### config.mk
export PLATFORM = sky130hd
export DESIGN_NAME = uart_tx_buffered_flat
export DESIGN_NICKNAME = d
export VERILOG_FILES = /design/src/rtl/uart_tx_buffered_if.sv /design/src/rtl/uart_tx_buffered.sv /design/src/flat_wrapper.sv
export SDC_FILE = /design/constraint.sdc
export NUM_CORES = 1
export LEC_CHECK = 0
export CORE_MARGIN = 2
export CORE_UTILIZATION = 50
export CTS_CLUSTER_SIZE = 10
export DETAILED_ROUTE_END_ITERATION = 8
export PLACE_DENSITY = 0.69
export SLEW_MARGIN = 15
export SYNTH_ARGS = -nofsm -noshare
export SYNTH_HDL_FRONTEND = slang
export SYNTH_SLANG_ARGS = --single-unit
### constraint.sdc
create_clock -name clk -period 6.8 [get_ports clk]
set_clock_uncertainty 0.1 [all_clocks]
set_input_delay 2.04 -clock clk [delete_from_list [all_inputs] [get_ports clk]]
set_output_delay 2.04 -clock clk [all_outputs]
set_load 0.02 [all_outputs]
### src/rtl/uart_tx_buffered_if.sv
// Byte handshake between the host-link controller (master) and the buffered UART transmitter (slave).
interface uart_tx_buffered_if;
  logic       TX_enable;
  logic [7:0] TX_data;
  logic       tx_ready;
  logic       busy;
  logic       byte_done;

  modport master (
    output TX_enable,
    output TX_data,
    input  tx_ready,
    input  busy,
    input  byte_done
  );

  modport slave (
    input  TX_enable,
    input  TX_data,
    output tx_ready,
    output busy,
    output byte_done
  );
endinterface

### src/rtl/uart_tx_buffered.sv
// 8N1 UART transmitter with a one-byte holding register for gapless back-to-back frames.
// Define UART_TX_PARITY_EN to insert an even-parity bit between the data bits and the stop bit.
module uart_tx_buffered #(
  parameter int CLK_FREQ  = 100000000,
  parameter int BAUD_RATE = 115200
) (
  input  logic              clk,
  input  logic              rst_n,
  uart_tx_buffered_if.slave bus,
  output logic              tx
);

  localparam int CLKS_PER_BIT = CLK_FREQ / BAUD_RATE;
  localparam int BAUD_W = (CLKS_PER_BIT > 1) ? $clog2(CLKS_PER_BIT) : 1;
  localparam logic [BAUD_W-1:0] BAUD_LAST = BAUD_W'(CLKS_PER_BIT - 1);

`ifdef UART_TX_PARITY_EN
  typedef enum logic [2:0] {IDLE, START, DATA, PARITY, STOP} state_t;
`else
  typedef enum logic [2:0] {IDLE, START, DATA, STOP} state_t;
`endif

  state_t            state_q, state_d;
  logic [BAUD_W-1:0] baud_q, baud_d;
  logic [2:0]        bit_idx_q, bit_idx_d;
  logic [7:0]        shift_q, shift_d;
  logic [7:0]        hold_q, hold_d;
  logic              hold_valid_q, hold_valid_d;
  logic              tx_q, tx_d;
`ifdef UART_TX_PARITY_EN
  logic              parity_q, parity_d;
`endif

  logic bit_end;
  logic stop_end;
  logic load_direct;
  logic load_hold;

  assign bit_end  = (baud_q == BAUD_LAST);
  assign stop_end = (state_q == STOP) && bit_end;

  // A byte skips the holding register whenever the shifter is free on this edge.
  assign load_direct = bus.TX_enable && ((state_q == IDLE) || (stop_end && !hold_valid_q));
  assign load_hold   = bus.TX_enable && !load_direct && (!hold_valid_q || stop_end);

  always_comb begin
    state_d      = state_q;
    baud_d       = baud_q;
    bit_idx_d    = bit_idx_q;
    shift_d      = shift_q;
    hold_d       = hold_q;
    hold_valid_d = hold_valid_q;
`ifdef UART_TX_PARITY_EN
    parity_d     = parity_q;
`endif

    if (state_q != IDLE) begin
      baud_d = bit_end ? '0 : baud_q + BAUD_W'(1);
    end

    case (state_q)
      START: begin
        if (bit_end) begin
          state_d   = DATA;
          bit_idx_d = 3'd0;
        end
      end
      DATA: begin
        if (bit_end) begin
          if (bit_idx_q == 3'd7) begin
`ifdef UART_TX_PARITY_EN
            state_d = PARITY;
`else
            state_d = STOP;
`endif
          end else begin
            bit_idx_d = bit_idx_q + 3'd1;
            shift_d   = {1'b0, shift_q[7:1]};
          end
        end
      end
`ifdef UART_TX_PARITY_EN
      PARITY: begin
        if (bit_end) begin
          state_d = STOP;
        end
      end
`endif
      STOP: begin
        if (bit_end) begin
          if (hold_valid_q) begin
            state_d      = START;
            shift_d      = hold_q;
            hold_valid_d = 1'b0;
`ifdef UART_TX_PARITY_EN
            parity_d     = ^hold_q;
`endif
          end else begin
            state_d = IDLE;
          end
        end
      end
      default: ;
    endcase

    if (load_direct) begin
      state_d = START;
      shift_d = bus.TX_data;
      baud_d  = '0;
`ifdef UART_TX_PARITY_EN
      parity_d = ^bus.TX_data;
`endif
    end else if (load_hold) begin
      hold_d       = bus.TX_data;
      hold_valid_d = 1'b1;
    end

    // tx is registered, so it is derived from where the shifter will be after this edge.
    case (state_d)
      START:   tx_d = 1'b0;
      DATA:    tx_d = shift_d[0];
`ifdef UART_TX_PARITY_EN
      PARITY:  tx_d = parity_d;
`endif
      default: tx_d = 1'b1;
    endcase
  end

  always_ff @(posedge clk or negedge rst_n) begin
    if (!rst_n) begin
      state_q      <= IDLE;
      baud_q       <= '0;
      bit_idx_q    <= 3'd0;
      shift_q      <= 8'd0;
      hold_q       <= 8'd0;
      hold_valid_q <= 1'b0;
      tx_q         <= 1'b1;
`ifdef UART_TX_PARITY_EN
      parity_q     <= 1'b0;
`endif
    end else begin
      state_q      <= state_d;
      baud_q       <= baud_d;
      bit_idx_q    <= bit_idx_d;
      shift_q      <= shift_d;
      hold_q       <= hold_d;
      hold_valid_q <= hold_valid_d;
      tx_q         <= tx_d;
`ifdef UART_TX_PARITY_EN
      parity_q     <= parity_d;
`endif
    end
  end

  assign tx            = tx_q;
  assign bus.tx_ready  = !hold_valid_q;
  assign bus.busy      = (state_q != IDLE) || hold_valid_q;
  assign bus.byte_done = stop_end;

endmodule

### src/flat_wrapper.sv
// flat-port wrapper written by rule: the top's interface ports become plain ports
module uart_tx_buffered_flat 
#(
  parameter int CLK_FREQ  = 100000000,
  parameter int BAUD_RATE = 115200
)
  (clk, rst_n, tx, bus_TX_enable, bus_TX_data, bus_tx_ready, bus_busy, bus_byte_done);
  uart_tx_buffered_if bus_i ();
  input  logic clk;
  input  logic rst_n;
  output logic tx;
  input wire logic [$bits(bus_i.TX_enable)-1:0] bus_TX_enable;
  input wire logic [$bits(bus_i.TX_data)-1:0] bus_TX_data;
  output wire logic [$bits(bus_i.tx_ready)-1:0] bus_tx_ready;
  output wire logic [$bits(bus_i.busy)-1:0] bus_busy;
  output wire logic [$bits(bus_i.byte_done)-1:0] bus_byte_done;
  assign bus_i.TX_enable = bus_TX_enable;
  assign bus_i.TX_data = bus_TX_data;
  assign bus_tx_ready = bus_i.tx_ready;
  assign bus_busy = bus_i.busy;
  assign bus_byte_done = bus_i.byte_done;
  uart_tx_buffered #(.CLK_FREQ(CLK_FREQ), .BAUD_RATE(BAUD_RATE)) u_core (.clk(clk), .rst_n(rst_n), .bus(bus_i), .tx(tx));
endmodule
# Yosys cells after proc, flatten, opt, wreduce, memory -nomap -nowiden
# Index checks and enable logic that the tools add are counted.
[word_totals]
regBits = 34
latchBits = 0
ram_bits = 0
rom_bits = 0
inputBits = 11
output_inout_bits = 4
elab_cells = 68
memories = 0
[op_classes]
n_addsub = 2
mul = 0
n_div = 0
magnitude_cmp = 0
n_eq_ne = 14
shifts = 0
n_mux = 25
bitwise = 1
n_reduce_logical = 18
[op_table]
columns = ["operator", "count"]
rows = [
  ["$mux W8", 5],
  ["$mux W10", 3],
  ["$mux W3", 8],
  ["$pmux W8 S2", 1],
  ["$add A10 B1 Y10 const B", 1],
  ["$eq A10 B10 Y1 const B", 1],
  ["$eq A3 B2 Y1 const B", 3],
  ["$ne A3 B1 Y1 const B", 3],
  ["$pmux W3 S3", 1],
  ["$eq A3 B1 Y1 const B", 2],
  ["$pmux W3 S2", 1],
  ["$reduce_bool A3 Y1", 2],
  ["$logic_and A1 B1 Y1", 5],
  ["$mux W1", 5],
  ["$reduce_and A5 Y1", 1],
  ["$ne A2 B1 Y1 const B", 2],
  ["$reduce_and A4 Y1", 1],
  ["$reduce_bool A2 Y1", 2],
  ["$add A3 B1 Y3 const B", 1],
  ["$eq A3 B3 Y1 const B", 1],
  ["$logic_not A3 Y1", 1],
  ["$logic_or A1 B1 Y1", 3],
  ["$ne A3 B2 Y1 const B", 1],
  ["$logic_not A1 Y1", 2],
  ["other kinds (4)", 4],
]

# Longest topological paths before layout
[depth]
word_depth = 10
mapped_depth = 8
depth_no_buf = 6

# Worst setup path before layout
# No wires, ideal clock.
[synth_path]
path_kind = "register to output"
startpoint = "register u_core.baud_q[0]"
endpoint = "output port bus_byte_done"
arrival_time_ps = 1854
t_required_ps = 4660
setup_slack_ps = 2806
stages_incl_launch_ff = 7
n_path_buf = 2
cell_sequence = "dfrtp_1 > ha_1 > or3b_1 > buf_6 > or3_4 > buf_2 > nor2_1"
[synth_via]
elab_chain_len = 2
[synth_lines]
columns = ["item", "line", "rtl"]
rows = [
  ["start, declared", "uart_tx_buffered.sv:24", "logic [BAUD_W-1:0] baud_q, baud_d;"],
  ["start signal, assigned", "uart_tx_buffered.sv:143", "baud_q <= baud_d;"],
  ["$eq A10 B10 Y1", "uart_tx_buffered.sv:39", "assign bit_end = (baud_q == BAUD_LAST);"],
  ["$logic_and A1 B1 Y1", "uart_tx_buffered.sv:40", "assign stop_end = (state_q == STOP) && bit_end;"],
  ["end, declared", "flat_wrapper.sv:16", "output wire logic [$bits(bus_i.byte_done)-1:0] bus_byte_done;"],
]
# No other way between the ends.

# Worst setup path after layout
# Ends and elaborated chain as after synthesis.

==> impl_metrics.ini <==
[die]
coreArea_mm2 = 0.003390
dieWidth_um = 63.72
ios = 15
rows = 21
start_util = 0.5260
die_area_mm2 = 0.004060
fp.dieH_um = 63.72

[sta]
drv_slew = 0
slew-limit-headroom = 0.3586
finalCritPeriodShare = 0.7100
period_needed_ns = 4.828
tightest_slew_ns = 0.9547
max_freq_mhz = 207.1
hold_viol_final = 0
setup_tns_ns = 0
finalSetupViolations = 0
finalWorstSetupSlack_ns = 1.972
rsz0062_at_grt = false

[logic_synthesis]
synth_seq_cells = 34
post-synth-top-count-cell = dfrtp_1
synth_area_leaders = dfrtp_1, mux2_2, a22oi_1
postSynthCellCount = 173
yosysWarnings = 0
async_reset_ff_frac = 1.000
yosysSeqAreaShare = 0.4779
avgSynthCellArea_um2 = 10.31
syn-num-nets = 187
synth_edf_count = 0
syn_area_mm2 = 0.001783
synth_top_area_cell = dfrtp_1
synth_cell_types = 48
synth_ff_type = dfrtp_1
synthTopCellsByCount = dfrtp_1, nand2_1, a22oi_1
synth_top_cell_area_share = 0.4632

[finish]
antenna_cells = 0
fin_nets = 201
area_growth_pct = 13.89
layout-drive-gt1-share = 0.1277
design_area_mm2 = 0.002031
fillers = 308

[drt]
ant_nets = 0
drt-total-wl_um = 3636
drt_iter0_drc = 79
num_vias = 1373
drc = 0
dr.pass1.iters = 4
vias_per_cell = 5.868
route.detailed.wl_per_inst_um = 15.54

[placed_design]
pre_cts_ws_ns = 2.369
routabilityCongestion = 0.8329
dp_hpwl_um = 2536
place_area_mm2 = 0.001948
portBuffers = 14

[clock_network]
root_buffer = clkbuf_4
cts_hold_buf = 0
cts_sinks = 34
cts_setup_buffers = 0
ctsLongestPathBuffers = 2
cts_max_level = 2
clock_latency_ns = 0.36
clk_pin_slew_ns = 0.12
cts_tree = yes
cts_resized = 0
cts_buffers = 5

[power]
seq_power_share = 0.553
power.density_mw_per_mm2 = 185.4
vdd_ir_drop_max_v = 0.0001297
power_uw = 376.5
p_clk_frac = 0.405
power_frac_comb = 0.042
switching_share = 0.2241
p_sw_uw = 84.39
p_leak_nw = 0.8372
p_int_uw = 292.1

[run]
cap_violations = 0

[worst_setup_path]
cp_max_fo = 12
path_class = register to output pin
cp-end-kind = output pin
startpoint_type = register
required_ns = 4.66
crit_arrival_ns = 2.69

[grt]
overflow = 0
grt_start_max_net_pins = 35
grt_pass1_vias = 1398
antenna_found_initial = 0
grt.total_usage = 0.2101
grt_pass1_wl_um = 6444

[worst_hold_path]
min_path_type = register to register

[status]
status = complete, no violations
## path summary, 6_finish.rpt
check / start / end / slack, ns / depth (start not counted)
setup / recovery: u_core.baud_q[0] / bus_byte_done / 1.97 / 5
hold / removal: u_core.shift_q[7] / u_core.shift_q[7] / 0.40 / 2
setup reg to reg: u_core.baud_q[0] / u_core.tx / 4.24 / 6
hold reg to reg: u_core.shift_q[7] / u_core.shift_q[7] / 0.40 / 2
max in group asynchronous: rst_n / u_core.tx / 4.29 / 2
min in group asynchronous: rst_n / u_core.hold_valid_q / 1.98 / 2
## routing by layer
| metal | GRT usage | share of wire | up-vias |
|---|---|---|---|
| met3 | 0.04107 | 0.040 | 6 |
| met1 | 0.2692 | 0.46 | 674 |
| met5 | 0 | 0 | - |
| met2 | 0.3355 | 0.48 | 28 |
| li1 | - | - | 665 |
| met4 | 0.1114 | 0.018 | 0 |
## cell type report
class	count	area, µm²	area share
well taps	46	57.56	0.02834
inverters	5	18.77	0.009242
clock inverters	3	45.04	0.02218
repair buffers	15	147.6	0.07270
flip-flops and latches	34	852.1	0.4196
clock buffers	5	37.54	0.01848
multi-input cells	126	872.1	0.4295
## layout by cell type, fill, tap and decap left out, types with 4 or more instances in the layout
cell type	n
dfrtp_1	33
nand2_1	20
clkdlybuf4s50_1	14
a22oi_1	12
nor2_1	10
o21ai_0	10
mux2_2	9
xor2_1	6
inv_1	5
clkbuf_4	5
nand3_1	4
o21ai_1	4
and3_1	4
## cell families after synthesis
kind of cell    synth area share
buf+inv                  0.03298
simple gates              0.2014
fa+ha+maj                0.02105
xor+xnor                 0.03930
compound gates            0.1705
flops                     0.4779
mux                      0.05684
## power groups by stage
stage                     logic (mW)  clock network (mW)  registers [mW]
after CTS                     0.0162               0.155           0.208
final                         0.0157               0.152           0.208
after global routing          0.0178               0.164           0.209
after detailed placement      0.0162                   0           0.212
after floorplan              0.00483                   0           0.212
after global placement        0.0157                   0           0.212
## worst max-delay path, stage by stage (launching register included)
cell and delay, ns:
dfrtp_1 0.40, ha_1 0.22, or3b_1 0.49, or3_4 0.46, nor2_1 0.15, clkdlybuf4s50_1 0.62
## sequential cells by signal, summed over array words and instances, names as in the netlist
| register | cells |
|---|---|
| u_core.tx | 1 |
| u_core.state_q | 3 |
| u_core.baud_q | 10 |
| u_core.hold_valid_q | 1 |
| u_core.bit_idx_q | 3 |
| u_core.shift_q | 8 |
| u_core.hold_q | 8 |
## per-stage QoR
step,util,cells,hold WS (ns)
2_1_floorplan,-,173,0.3467
4_1_cts,0.5991,234,0.4085
3_5_place_dp,0.5748,226,0.3803
3_3_place_gp,0.5748,226,0.3701
6_report,0.5991,234,0.4004
5_1_grt,0.5991,234,0.4392
Note: power is estimated with default switching activity, not from simulation.
